## config.mk

```make
export PLATFORM = sky130hd
export DESIGN_NAME = qft_measure_flat
export DESIGN_NICKNAME = d
export VERILOG_FILES = /design/src/rtl/qft_measure_if.sv /design/src/rtl/qft_measure.sv /design/src/flat_wrapper.sv
export SDC_FILE = /design/constraint.sdc
export NUM_CORES = 1
export LEC_CHECK = 0
export CAP_MARGIN = 30
export CORE_ASPECT_RATIO = 1.25
export CORE_UTILIZATION = 45
export CTS_CLUSTER_SIZE = 10
export DETAILED_ROUTE_END_ITERATION = 16
export RECOVER_POWER = 25
export SYNTH_ARGS = -nofsm -noshare
export SYNTH_HDL_FRONTEND = slang
export SYNTH_SLANG_ARGS = --single-unit
```

## constraint.sdc

```tcl
create_clock -name clk -period 10.34 [get_ports clk]
set_input_delay 2.068 -clock clk [delete_from_list [all_inputs] [get_ports clk]]
set_output_delay 2.068 -clock clk [all_outputs]
set_load 0.01 [all_outputs]
```

## src/rtl/qft_measure_if.sv

```systemverilog
// Handshake and data bundle between the QFT block, the measurement
// stage and whatever consumes the measurement result.
interface qft_measure_if #(
  parameter int IN_W = 13
);
  logic                   in_valid;
  logic                   in_ready;
  logic signed [IN_W-1:0] in_r0;
  logic signed [IN_W-1:0] in_r1;
  logic signed [IN_W-1:0] in_r2;
  logic signed [IN_W-1:0] in_r3;
  logic signed [IN_W-1:0] in_i0;
  logic signed [IN_W-1:0] in_i1;
  logic signed [IN_W-1:0] in_i2;
  logic signed [IN_W-1:0] in_i3;
  logic                   out_valid;
  logic                   out_ready;
  logic [1:0]             out_idx;
  logic [2*IN_W-1:0]      out_pmax;
  logic [2*IN_W+1:0]      out_total;
  logic                   out_tie;

  modport master (
    output in_valid, in_r0, in_r1, in_r2, in_r3,
    output in_i0, in_i1, in_i2, in_i3, out_ready,
    input  in_ready, out_valid, out_idx, out_pmax,
    input  out_total, out_tie
  );

  modport slave (
    input  in_valid, in_r0, in_r1, in_r2, in_r3,
    input  in_i0, in_i1, in_i2, in_i3, out_ready,
    output in_ready, out_valid, out_idx, out_pmax,
    output out_total, out_tie
  );
endinterface

```

## src/rtl/qft_measure.sv

```systemverilog
// Serial squared-magnitude measurement of a 4-point QFT output vector:
// one element per cycle, reports argmax, max, total and tie flag.
module qft_measure #(
  parameter int IN_W = 13
) (
  input logic         clk,
  input logic         rst_n,
  qft_measure_if.slave bus
);
  localparam int PW = 2 * IN_W;
  localparam int TW = PW + 2;

  typedef enum logic [1:0] {
    IDLE = 2'd0,
    CALC = 2'd1,
    DONE = 2'd2
  } state_t;

  state_t state;
  state_t nxt;

  logic signed [IN_W-1:0] rr [4];
  logic signed [IN_W-1:0] ii [4];
  logic [1:0]             k;
  logic [PW-1:0]          mx;
  logic [TW-1:0]          tot;
  logic [1:0]             idx;
  logic                   tie;

  logic [1:0]             o_idx;
  logic [PW-1:0]          o_pmax;
  logic [TW-1:0]          o_tot;
  logic                   o_tie;

  logic                   acc;
  logic signed [PW-1:0]   rx;
  logic signed [PW-1:0]   ix;
  logic signed [PW-1:0]   rsq;
  logic signed [PW-1:0]   isq;
  logic [PW-1:0]          psq;
  logic [PW-1:0]          nmx;
  logic [TW-1:0]          ntot;
  logic [1:0]             nidx;
  logic                   ntie;

  always_ff @(posedge clk or negedge rst_n) begin
    if (!rst_n) state <= IDLE;
    else        state <= nxt;
  end

  always_comb begin
    nxt = state;
    unique case (state)
      IDLE:    if (bus.in_valid) nxt = CALC;
      CALC:    if (k == 2'd3) nxt = DONE;
      DONE:    if (bus.out_ready) nxt = IDLE;
      default: nxt = IDLE;
    endcase
  end

  always_comb begin
    bus.in_ready  = 1'b0;
    bus.out_valid = 1'b0;
    unique case (state)
      IDLE:    bus.in_ready  = 1'b1;
      DONE:    bus.out_valid = 1'b1;
      default: ;
    endcase
  end

  assign acc = (state == IDLE) && bus.in_valid;

  // Sign-extend before squaring so -2^(IN_W-1) squares exactly.
  assign rx  = {{IN_W{rr[k][IN_W-1]}}, rr[k]};
  assign ix  = {{IN_W{ii[k][IN_W-1]}}, ii[k]};
  assign rsq = rx * rx;
  assign isq = ix * ix;
  assign psq = $unsigned(rsq) + $unsigned(isq);

  always_comb begin
    nmx  = mx;
    nidx = idx;
    ntie = tie;
    ntot = tot + TW'(psq);
    if (k == 2'd0) begin
      nmx  = psq;
      nidx = 2'd0;
      ntie = 1'b0;
      ntot = TW'(psq);
    end else if (psq > mx) begin
      nmx  = psq;
      nidx = k;
      ntie = 1'b0;
    end else if (psq == mx) begin
      ntie = 1'b1;
    end
  end

  always_ff @(posedge clk or negedge rst_n) begin
    if (!rst_n) begin
      for (int n = 0; n < 4; n++) begin
        rr[n] <= '0;
        ii[n] <= '0;
      end
      k      <= '0;
      mx     <= '0;
      tot    <= '0;
      idx    <= '0;
      tie    <= 1'b0;
      o_idx  <= '0;
      o_pmax <= '0;
      o_tot  <= '0;
      o_tie  <= 1'b0;
    end else if (acc) begin
      rr[0] <= bus.in_r0;
      rr[1] <= bus.in_r1;
      rr[2] <= bus.in_r2;
      rr[3] <= bus.in_r3;
      ii[0] <= bus.in_i0;
      ii[1] <= bus.in_i1;
      ii[2] <= bus.in_i2;
      ii[3] <= bus.in_i3;
      k     <= '0;
      mx    <= '0;
      tot   <= '0;
      idx   <= '0;
      tie   <= 1'b0;
    end else if (state == CALC) begin
      k   <= k + 2'd1;
      mx  <= nmx;
      tot <= ntot;
      idx <= nidx;
      tie <= ntie;
      if (k == 2'd3) begin
        o_idx  <= nidx;
        o_pmax <= nmx;
        o_tot  <= ntot;
        o_tie  <= ntie;
      end
    end
  end

  assign bus.out_idx   = o_idx;
  assign bus.out_pmax  = o_pmax;
  assign bus.out_total = o_tot;
  assign bus.out_tie   = o_tie;
endmodule

```

## src/flat_wrapper.sv

```systemverilog
// flat-port wrapper written by rule: the top's interface ports become plain ports
module qft_measure_flat 
#(
  parameter int IN_W = 13
)
  (clk, rst_n, bus_in_valid, bus_in_r0, bus_in_r1, bus_in_r2, bus_in_r3, bus_in_i0, bus_in_i1, bus_in_i2, bus_in_i3, bus_out_ready, bus_in_ready, bus_out_valid, bus_out_idx, bus_out_pmax, bus_out_total, bus_out_tie);
  qft_measure_if #(.IN_W(IN_W)) bus_i ();
  input logic clk;
  input logic rst_n;
  input wire logic [$bits(bus_i.in_valid)-1:0] bus_in_valid;
  input wire logic [$bits(bus_i.in_r0)-1:0] bus_in_r0;
  input wire logic [$bits(bus_i.in_r1)-1:0] bus_in_r1;
  input wire logic [$bits(bus_i.in_r2)-1:0] bus_in_r2;
  input wire logic [$bits(bus_i.in_r3)-1:0] bus_in_r3;
  input wire logic [$bits(bus_i.in_i0)-1:0] bus_in_i0;
  input wire logic [$bits(bus_i.in_i1)-1:0] bus_in_i1;
  input wire logic [$bits(bus_i.in_i2)-1:0] bus_in_i2;
  input wire logic [$bits(bus_i.in_i3)-1:0] bus_in_i3;
  input wire logic [$bits(bus_i.out_ready)-1:0] bus_out_ready;
  output wire logic [$bits(bus_i.in_ready)-1:0] bus_in_ready;
  output wire logic [$bits(bus_i.out_valid)-1:0] bus_out_valid;
  output wire logic [$bits(bus_i.out_idx)-1:0] bus_out_idx;
  output wire logic [$bits(bus_i.out_pmax)-1:0] bus_out_pmax;
  output wire logic [$bits(bus_i.out_total)-1:0] bus_out_total;
  output wire logic [$bits(bus_i.out_tie)-1:0] bus_out_tie;
  assign bus_i.in_valid = bus_in_valid;
  assign bus_i.in_r0 = bus_in_r0;
  assign bus_i.in_r1 = bus_in_r1;
  assign bus_i.in_r2 = bus_in_r2;
  assign bus_i.in_r3 = bus_in_r3;
  assign bus_i.in_i0 = bus_in_i0;
  assign bus_i.in_i1 = bus_in_i1;
  assign bus_i.in_i2 = bus_in_i2;
  assign bus_i.in_i3 = bus_in_i3;
  assign bus_i.out_ready = bus_out_ready;
  assign bus_in_ready = bus_i.in_ready;
  assign bus_out_valid = bus_i.out_valid;
  assign bus_out_idx = bus_i.out_idx;
  assign bus_out_pmax = bus_i.out_pmax;
  assign bus_out_total = bus_i.out_total;
  assign bus_out_tie = bus_i.out_tie;
  qft_measure #(.IN_W(IN_W)) u_core (.clk(clk), .rst_n(rst_n), .bus(bus_i));
endmodule
```

**Yosys cells after proc, flatten, opt, wreduce, memory -nomap -nowiden**

Index checks and enable logic that the tools add are counted.

- Bits in registers: 222
- Bits in latches: 0
- Memory bits (writable): 0
- Bits in read-only memories: 0
- Input port bits: 108
- Output and inout bits: 59
- Memories kept: 0

- Add/sub/neg operators: 3
- Multipliers: 2
- Divide/modulo/power cells: 0
- Magnitude comparators: 2
- Eq/ne operators: 7
- Shift operators: 0
- Mux-type cells: 30
- Bitwise gates (word level): 2
- Reductions and logical operators: 6

Operators by type and width:

| cell | number |
|---|---|
| $mux 26 | 4 |
| $mux 28 | 3 |
| $bmux 13 s2 | 2 |
| $mul 13x13->26 | 2 |
| $mux 13 | 4 |
| $add 28x26->28 | 1 |
| $add 26x26->26 | 1 |
| $eq 26x26->1 | 1 |
| $gt 26x26->1 | 1 |
| $mux 2 | 9 |
| $mux 1 | 7 |
| $ne 2x2->1 const B | 3 |
| $pmux 2 s3 | 1 |
| $reduce_and 3->1 | 2 |
| $eq 2x2->1 const B | 2 |
| $logic_not 2->1 | 2 |
| $ge 3x3->1 const B | 1 |
| $not 2->3 | 1 |
| $add 2x1->2 const B | 1 |
| $eq 2x1->1 const B | 1 |
| $reduce_bool 2->1 | 1 |
| $logic_and 1x1->1 | 1 |
| $not 1->1 | 1 |

**Longest topological paths before layout**

Gate-level depths: netlist of run 1.

- Word-level depth: 12
- Mapped depth: 41
- Mapped depth without buffers: 38

**Worst setup path after synthesis of run 1**

No wires, ideal clock.

- Path kind: reg-to-reg
- Start point: reg u_core.k[1]
- End point: reg u_core.mx[10]
- Setup time: 0.096 ns
- Arrival: 8.982 ns
- Slack: 1.263 ns
- Cell stages (with the launch flop): 37
- Clock period less this slack: 9.077 ns
- Cells stage by stage: dfrtp_1 > buf_2 > buf_2 > buf_1 > mux2i_1 > nand2_1 > o21ai_1 > clkinv_1 > nand2_1 > fa_1 > fa_1 > fa_1 > inv_1 > fa_1 > fa_1 > fa_1 > inv_1 > fa_1 > inv_1 > ha_1 > a21oi_1 > a21oi_1 > nor3b_1 > o211ai_1 > o21ai_0 > o21ai_0 > xnor2_1 > ha_1 > nand4_1 > nor2_1 > nand2_1 > nor4_2 > nor3_1 > a21oi_1 > nor2_1 > clkbuf_1 > o31ai_1

- Cells in the longest elaborated chain, start to end: 11
- Elaborated cells between the ends (all ways): 16
- Classes of those cells: add/sub: 1; mul: 2; order compare: 1; mux: 10; bitwise: 1; reduce/logical: 1

RTL lines:

| item | line | RTL |
|---|---|---|
| start: declaration | qft_measure.sv:24 | `logic [1:0] k;` |
| start signal: assignment | qft_measure.sv:129 | `k <= k + 2'd1;` |
| $not 2->3 (implied by the code) | qft_measure.sv:74, qft_measure.sv:75 |  |
| $bmux 13 s2, on equally long branches | qft_measure.sv:74, qft_measure.sv:75 |  |
| $mux 13, on equally long branches (2 in series) | qft_measure.sv:74, qft_measure.sv:75 |  |
| $mul 13x13->26, on equally long branches | qft_measure.sv:76, qft_measure.sv:77 |  |
| $add 26x26->26 | qft_measure.sv:78 | `assign psq = $unsigned(rsq) + $unsigned(isq);` |
| $gt 26x26->1 | qft_measure.sv:90 | `end else if (psq > mx) begin` |
| $mux 26 | qft_measure.sv:90 |  |
| $mux 26 * | qft_measure.sv:85 | `if (k == 2'd0) begin` |
| $mux 26 * | qft_measure.sv:128 | `end else if (state == CALC) begin` |
| $mux 26 * | qft_measure.sv:114 | `end else if (acc) begin` |
| end signal: assignment | qft_measure.sv:130 | `mx <= nmx;` |
| end: declaration | qft_measure.sv:25 | `logic [PW-1:0] mx;` |

Mark *: on every way between the ends. The rest lies on a longest branch, timed or not. The select of a mux whose other input is x is not followed.
A chain may end at the register's enable or synchronous reset.

**Worst setup path after layout of run 1**

- Start point: reg u_core.k[1]
- End point: reg u_core.tot[27]

- Cells in the longest elaborated chain, start to end: 10
- Elaborated cells between the ends (all ways): 15
- Classes of those cells: add/sub: 2; mul: 2; mux: 9; bitwise: 1; reduce/logical: 1

RTL lines:

| item | line | RTL |
|---|---|---|
| $not 2->3 (implied by the code) | qft_measure.sv:74, qft_measure.sv:75 |  |
| $bmux 13 s2, on equally long branches | qft_measure.sv:74, qft_measure.sv:75 |  |
| $mux 13, on equally long branches (2 in series) | qft_measure.sv:74, qft_measure.sv:75 |  |
| $mul 13x13->26, on equally long branches | qft_measure.sv:76, qft_measure.sv:77 |  |
| $add 26x26->26 | qft_measure.sv:78 |  |
| $add 28x26->28 | qft_measure.sv:84 | `ntot = tot + TW'(psq);` |
| $mux 28 * | qft_measure.sv:85 |  |
| $mux 28 * | qft_measure.sv:128 |  |
| $mux 28 * | qft_measure.sv:114 |  |
| end signal: assignment | qft_measure.sv:131 | `tot <= ntot;` |
| end: declaration | qft_measure.sv:26 | `logic [TW-1:0] tot;` |

Marks and branches as above.

==> results of run 1 <==
-- metrics by stage --
step                 util  setup slack (ns)  hold slack (ns)  instances
floorplan               -              1.26            0.440       2502
global placement    0.508             0.327            0.453       3292
detailed placement  0.510             0.164            0.457       3295
CTS                 0.524             0.128            0.471       3328
global route        0.524           -0.0143            0.492       3329
finish              0.524             0.603            0.465       3329
-- tightest hold or removal path, stage by stage (launching register included) --
cell and delay, ns:
dfrtp_1 0.33, nand2_1 0.05, nand2_1 0.05
-- registers in the layout, indices dropped and copies added, names as in the netlist --
register,flops
u_core.rr,52
u_core.k,2
u_core.idx,2
u_core.bus.out_total,28
u_core.bus.out_idx,2
u_core.bus.out_tie,1
u_core.state,2
u_core.mx,26
u_core.tot,28
u_core.tie,1
u_core.ii,52
u_core.bus.out_pmax,26
-- kinds of logic after synthesis --
kind of cell / share of synthesized area
xor gates and xnor gates: 0.0239
buffers and inverters: 0.0918
muxes: 0.0412
DFF: 0.241
and+or+nand+nor: 0.138
AOI/OAI and AO/OA: 0.0810
adders and majority gates: 0.383
-- area by class of cell --
type | count | share of cell area
tap | 658 | 0.0311
clock buffer | 32 | 0.0266
clock inverter | 1 | 0.000189
inverter | 470 | 0.0667
sequential | 222 | 0.210
timing repair buffer | 225 | 0.0827
multi-input combinational | 1721 | 0.583
-- final timing paths --
| kind | to | slack, ns | cells after the start |
|---|---|---|---|
| worst max-delay path | u_core.tot[27] | 0.60 | 31 |
| worst min-delay path | u_core.rr[1] | 0.47 | 2 |
| worst max register to register | u_core.tot[27] | 0.60 | 31 |
| worst min register to register | u_core.rr[1] | 0.47 | 2 |
| max in group asynchronous | u_core.k[1] | 2.49 | 3 |
| min in group asynchronous | u_core.ii[1] | 3.48 | 1 |
-- layer usage --
metal,GRT usage,vias up
li1,-,8067
met1,0.315,8681
met2,0.411,401
met3,0.0182,91
met4,0.0691,0
met5,0,-
-- placed cells by master (no fill, tap or decap), types with 18 or more instances in the layout --
cell / netlist / layout
nor2_1: 98 / 97
a21oi_1: 48 / 47
xor2_1: 18 / 18
nand3_1: 38 / 38
mux2i_1: 50 / 50
a21o_1: 27 / 27
clkbuf_16: 0 / 27
nand2_1: 542 / 540
o31ai_1: 30 / 30
dfrtp_1: 222 / 220
clkdlybuf4s50_1: 0 / 164
xnor2_1: 45 / 44
fa_1: 337 / 336
o21ai_0: 114 / 111
buf_4: 2 / 52
and2_1: 35 / 34
mux2_2: 18 / 18
ha_1: 168 / 168
inv_1: 463 / 463
==> results.toml, run 1 <==
[routing]
via_count = 17240
top_layer_used = "met4"
post_drt_via_cell_ratio = 5.18
met3_length_um = 2140
drt-wirelength-per-cell_um = 17.6
totalWireLength_um = 58700
drtIter0Drc = 1043
ant_nets = 0
wl_met1_um = 25400
wl_met2_um = 29600
drc_errors = 0
first_pass_iters = 5

[cts]
cts_max_path_buffers = 3
path_clk_slew_ns = 0.06
hold_buffers = 0
cts_setup_buffers = 0
cts_resized = 0
cts_tree = "built"
cts_max_level = 1
worstSkewPairLatency_ns = 0.54
cts-root-buf = "clkbuf_16"
cts_buffers = 26
cts.sinks = 222

[global_routing]
gr-total-overflow = 0
antenna_found_initial = 0
grt_max_degree = 107
grt_first_pass_wirelength_um = 97100
track_usage = 0.236
grt_pass1_vias = 18599

[floorplanning]
die_h_um = 255
core_area_um2 = 50500
dieArea_um2 = 52200
initial_core_util = 0.457
die_w_um = 205
rows = 92
io-pin-count = 167

[min_path]
hp-start = "u_core.rr[1]"
hold_class = "flop to flop"

[finish]
final_nets = 3279
diodes = 0
drive_above_1_share = 0.0520
fin_area_um2 = 26500
ff_latch_area_um2 = 5560
area_growth_pct = 14.9
fillCellCount = 4713
multi_input_area_um2 = 15400

[sta]
setup_viol = 0
tightest_slew_ns = 5.35
max_freq_mhz = 103
maxSlewViolCount = 156
setup_tns_ns = 0
fin_skew_ns = 0.00975
hold_viol = 0
fin_crit_sh = 0.942
slew_headroom = -2.57
fin_crit_ns = 9.74

[synth]
synth_ff_type = "dfrtp_1"
syn_area_um2 = 23100
synth_common_cells = "542 x nand2_1, 463 x inv_1, 337 x fa_1, 222 x dfrtp_1, 168 x ha_1"
syn_area_per_cell_um2 = 9.22
yosysMostFrequentCell = "nand2_1"
synthTopCellsByArea = "fa_1 29%, dfrtp_1 24%, ha_1 9.1%"
syn_inst = 2502
netlist-cell-type-count = 61
synth_top_area_share = 0.292
synth_area_leader_cell = "fa_1"
synthArstFlopShare = 1.00
seq_area_frac_synth = 0.241
syn_nets = 3115
synth_edf_count = 0
ys_warn_count = 0
ys_seq_elements = 222

[worst_setup_path]
crit_type = "flop to flop"
crit_top_cell = "fa_1"
path_delay_family = "adder cells"
path_max_fanout = 20
timing.rr.start = "u_core.k[1]"
startpoint_type = "flop"
slowest_stage = "dfrtp_4"
cp_data_required_time_ns = 10.75
crit_start = "u_core.k[1]"
cp.arrival_ns = 10.15
endpoint_kind = "flop"
worst-path-buf-inv = 6
max_stage_delay_ns = 0.61

[place]
port_buffers = 166
postPlaceCellArea_um2 = 25800
dp_hpwl_um = 48100
gp_congestion = 0.915

[outcome]
violations = "max-capacitance violations, max-slew violations"
status = "finished with violations"

[job]
max_cap_violations = 2
Power of run 1 is not shown: default switching activity piles up to over one toggle a cycle in this logic, so the estimate is an artifact.
==> run 2: changes to the inputs <==
--- a/config.mk
+++ b/config.mk
@@ -8,8 +8,10 @@
 export CAP_MARGIN = 30
 export CORE_ASPECT_RATIO = 1.25
 export CORE_UTILIZATION = 45
+export CTS_CLUSTER_DIAMETER = 80
 export CTS_CLUSTER_SIZE = 10
 export DETAILED_ROUTE_END_ITERATION = 16
+export GPL_ROUTABILITY_DRIVEN = 0
 export RECOVER_POWER = 25
 export SYNTH_ARGS = -nofsm -noshare
 export SYNTH_HDL_FRONTEND = slang
==> run 2 against run 1 <==
The run still ends with max-capacitance violations, max-slew violations left. Sequential share of layout area about the same. Final cell count unchanged. Count of clock-buffer cells in the layout down 5. Routed wire length down 0.49%. Critical path depth up 3. Die area unchanged. Flip-flop and latch count unchanged. Utilization about the same.
==> results.toml, run 2 (synthesis results as in run 1) <==
[cts]
cts_resized = 0
cts.sinks = 222
cts_buffers = 26
hold_buffers = 0
cts_setup_buffers = 0
cts-root-buf = "clkbuf_16"
cts_max_path_buffers = 3
path_clk_slew_ns = 0.06
cts_max_level = 1
cts_tree = "built"
worstSkewPairLatency_ns = 0.54

[finish]
drive_above_1_share = 0.0528
multi_input_area_um2 = 15500
area_growth_pct = 14.9
ff_latch_area_um2 = 5560
fillCellCount = 4648
final_cell_mix = "540 x nand2_1, 463 x inv_1, 336 x fa_1, 220 x dfrtp_1, 168 x ha_1"
top_regs = "u_core.ii: 52 flops, u_core.rr: 52 flops"
layout_commonest_cell = "nand2_1"
stdcell_count = 3329
final_nets = 3282

[sta]
fin_crit_ns = 9.83
rsz0062_at_grt = "no"
setup_tns_ns = 0
setup_viol = 0
maxSlewViolCount = 136
max_freq_mhz = 102
tightest_slew_ns = 4.16
fin_skew_ns = 0.0109
slew_headroom = -1.77
hold_viol = 0
fin_crit_sh = 0.951

[outcome]
status = "finished with violations"
violations = "max-capacitance violations, max-slew violations"

[worst_setup_path]
crit_type = "flop to flop"
cp_data_required_time_ns = 10.72
path_delay_family = "adder cells"
endpoint_kind = "flop"
crit_top_cell = "fa_1"
startpoint_type = "flop"
max_stage_delay_ns = 0.66
slowest_stage = "o21ai_0"
cp.arrival_ns = 10.21
path_max_fanout = 31
worst-path-buf-inv = 7

[routing]
ant_nets = 0
totalWireLength_um = 58400
drt-wirelength-per-cell_um = 17.6
drtIter0Drc = 839
via_count = 17062
first_pass_iters = 5
post_drt_via_cell_ratio = 5.13
drc_errors = 0

[global_routing]
grt_first_pass_wirelength_um = 96500
track_usage = 0.236
gr-total-overflow = 0
grt_max_degree = 108
grt_pass1_vias = 18475
antenna_found_initial = 2

[floorplanning]
io-pin-count = 167
dieArea_um2 = 52200
die_h_um = 255
initial_core_util = 0.457
core_area_um2 = 50500
rows = 92
die_w_um = 205

[place]
port_buffers = 166
placedCellCount = 3295
dp_hpwl_um = 47700

[job]
max_cap_violations = 2

[min_path]
hold_class = "flop to flop"
run 2: worst paths after layout:
check	cells after the start	slack (ns)	from	to
worst min-delay path	2	0.47	u_core.rr[34]	u_core.rr[34]
worst max register to register	34	0.51	u_core.k[1]	u_core.bus.out_pmax[20]
worst min register to register	2	0.47	u_core.rr[34]	u_core.rr[34]
min in group asynchronous	1	2.99	rst_n	u_core.ii[1]
worst max-delay path	34	0.51	u_core.k[1]	u_core.bus.out_pmax[20]
max in group asynchronous	3	1.68	rst_n	u_core.k[1]
run 2: metal layers:
layer	up-vias	wire, µm	global-route usage
met5	-	0	0
met4	0	1420	0.0684
met3	81	2160	0.0248
met2	329	29900	0.412
met1	8563	24900	0.309
li1	8089	-	-
run 2: per-stage QoR:
| step | hold WS [ns] | util | setup WS [ns] | area (µm²) |
|---|---|---|---|---|
| 2_1_floorplan | 0.440 | - | 1.26 | 23100 |
| 3_3_place_gp | 0.454 | 0.508 | 0.350 | 25700 |
| 3_5_place_dp | 0.460 | 0.509 | 0.238 | 25700 |
| 4_1_cts | 0.475 | 0.523 | 0.170 | 26400 |
| 5_1_grt | 0.493 | 0.525 | 0.0140 | 26500 |
| 6_report | 0.470 | 0.525 | 0.507 | 26500 |
run 2: final cells by class:
type / count / area share
Antenna cell: 1 / 0.0000944
Sequential cell: 222 / 0.210
Multi-Input combinational cell: 1721 / 0.583
Tap cell: 658 / 0.0311
Inverter: 470 / 0.0667
Clock inverter: 2 / 0.000944
Timing Repair Buffer: 228 / 0.0839
Clock buffer: 27 / 0.0247
run 2: tightest hold or removal path: cells and delay by family, from the launching register on:
| kind | cells | cell delay, ns |
|---|---|---|
| simple gates | 2 | 0.10 |
| flops | 1 | 0.33 |
Power of run 2 is left out for the same reason.
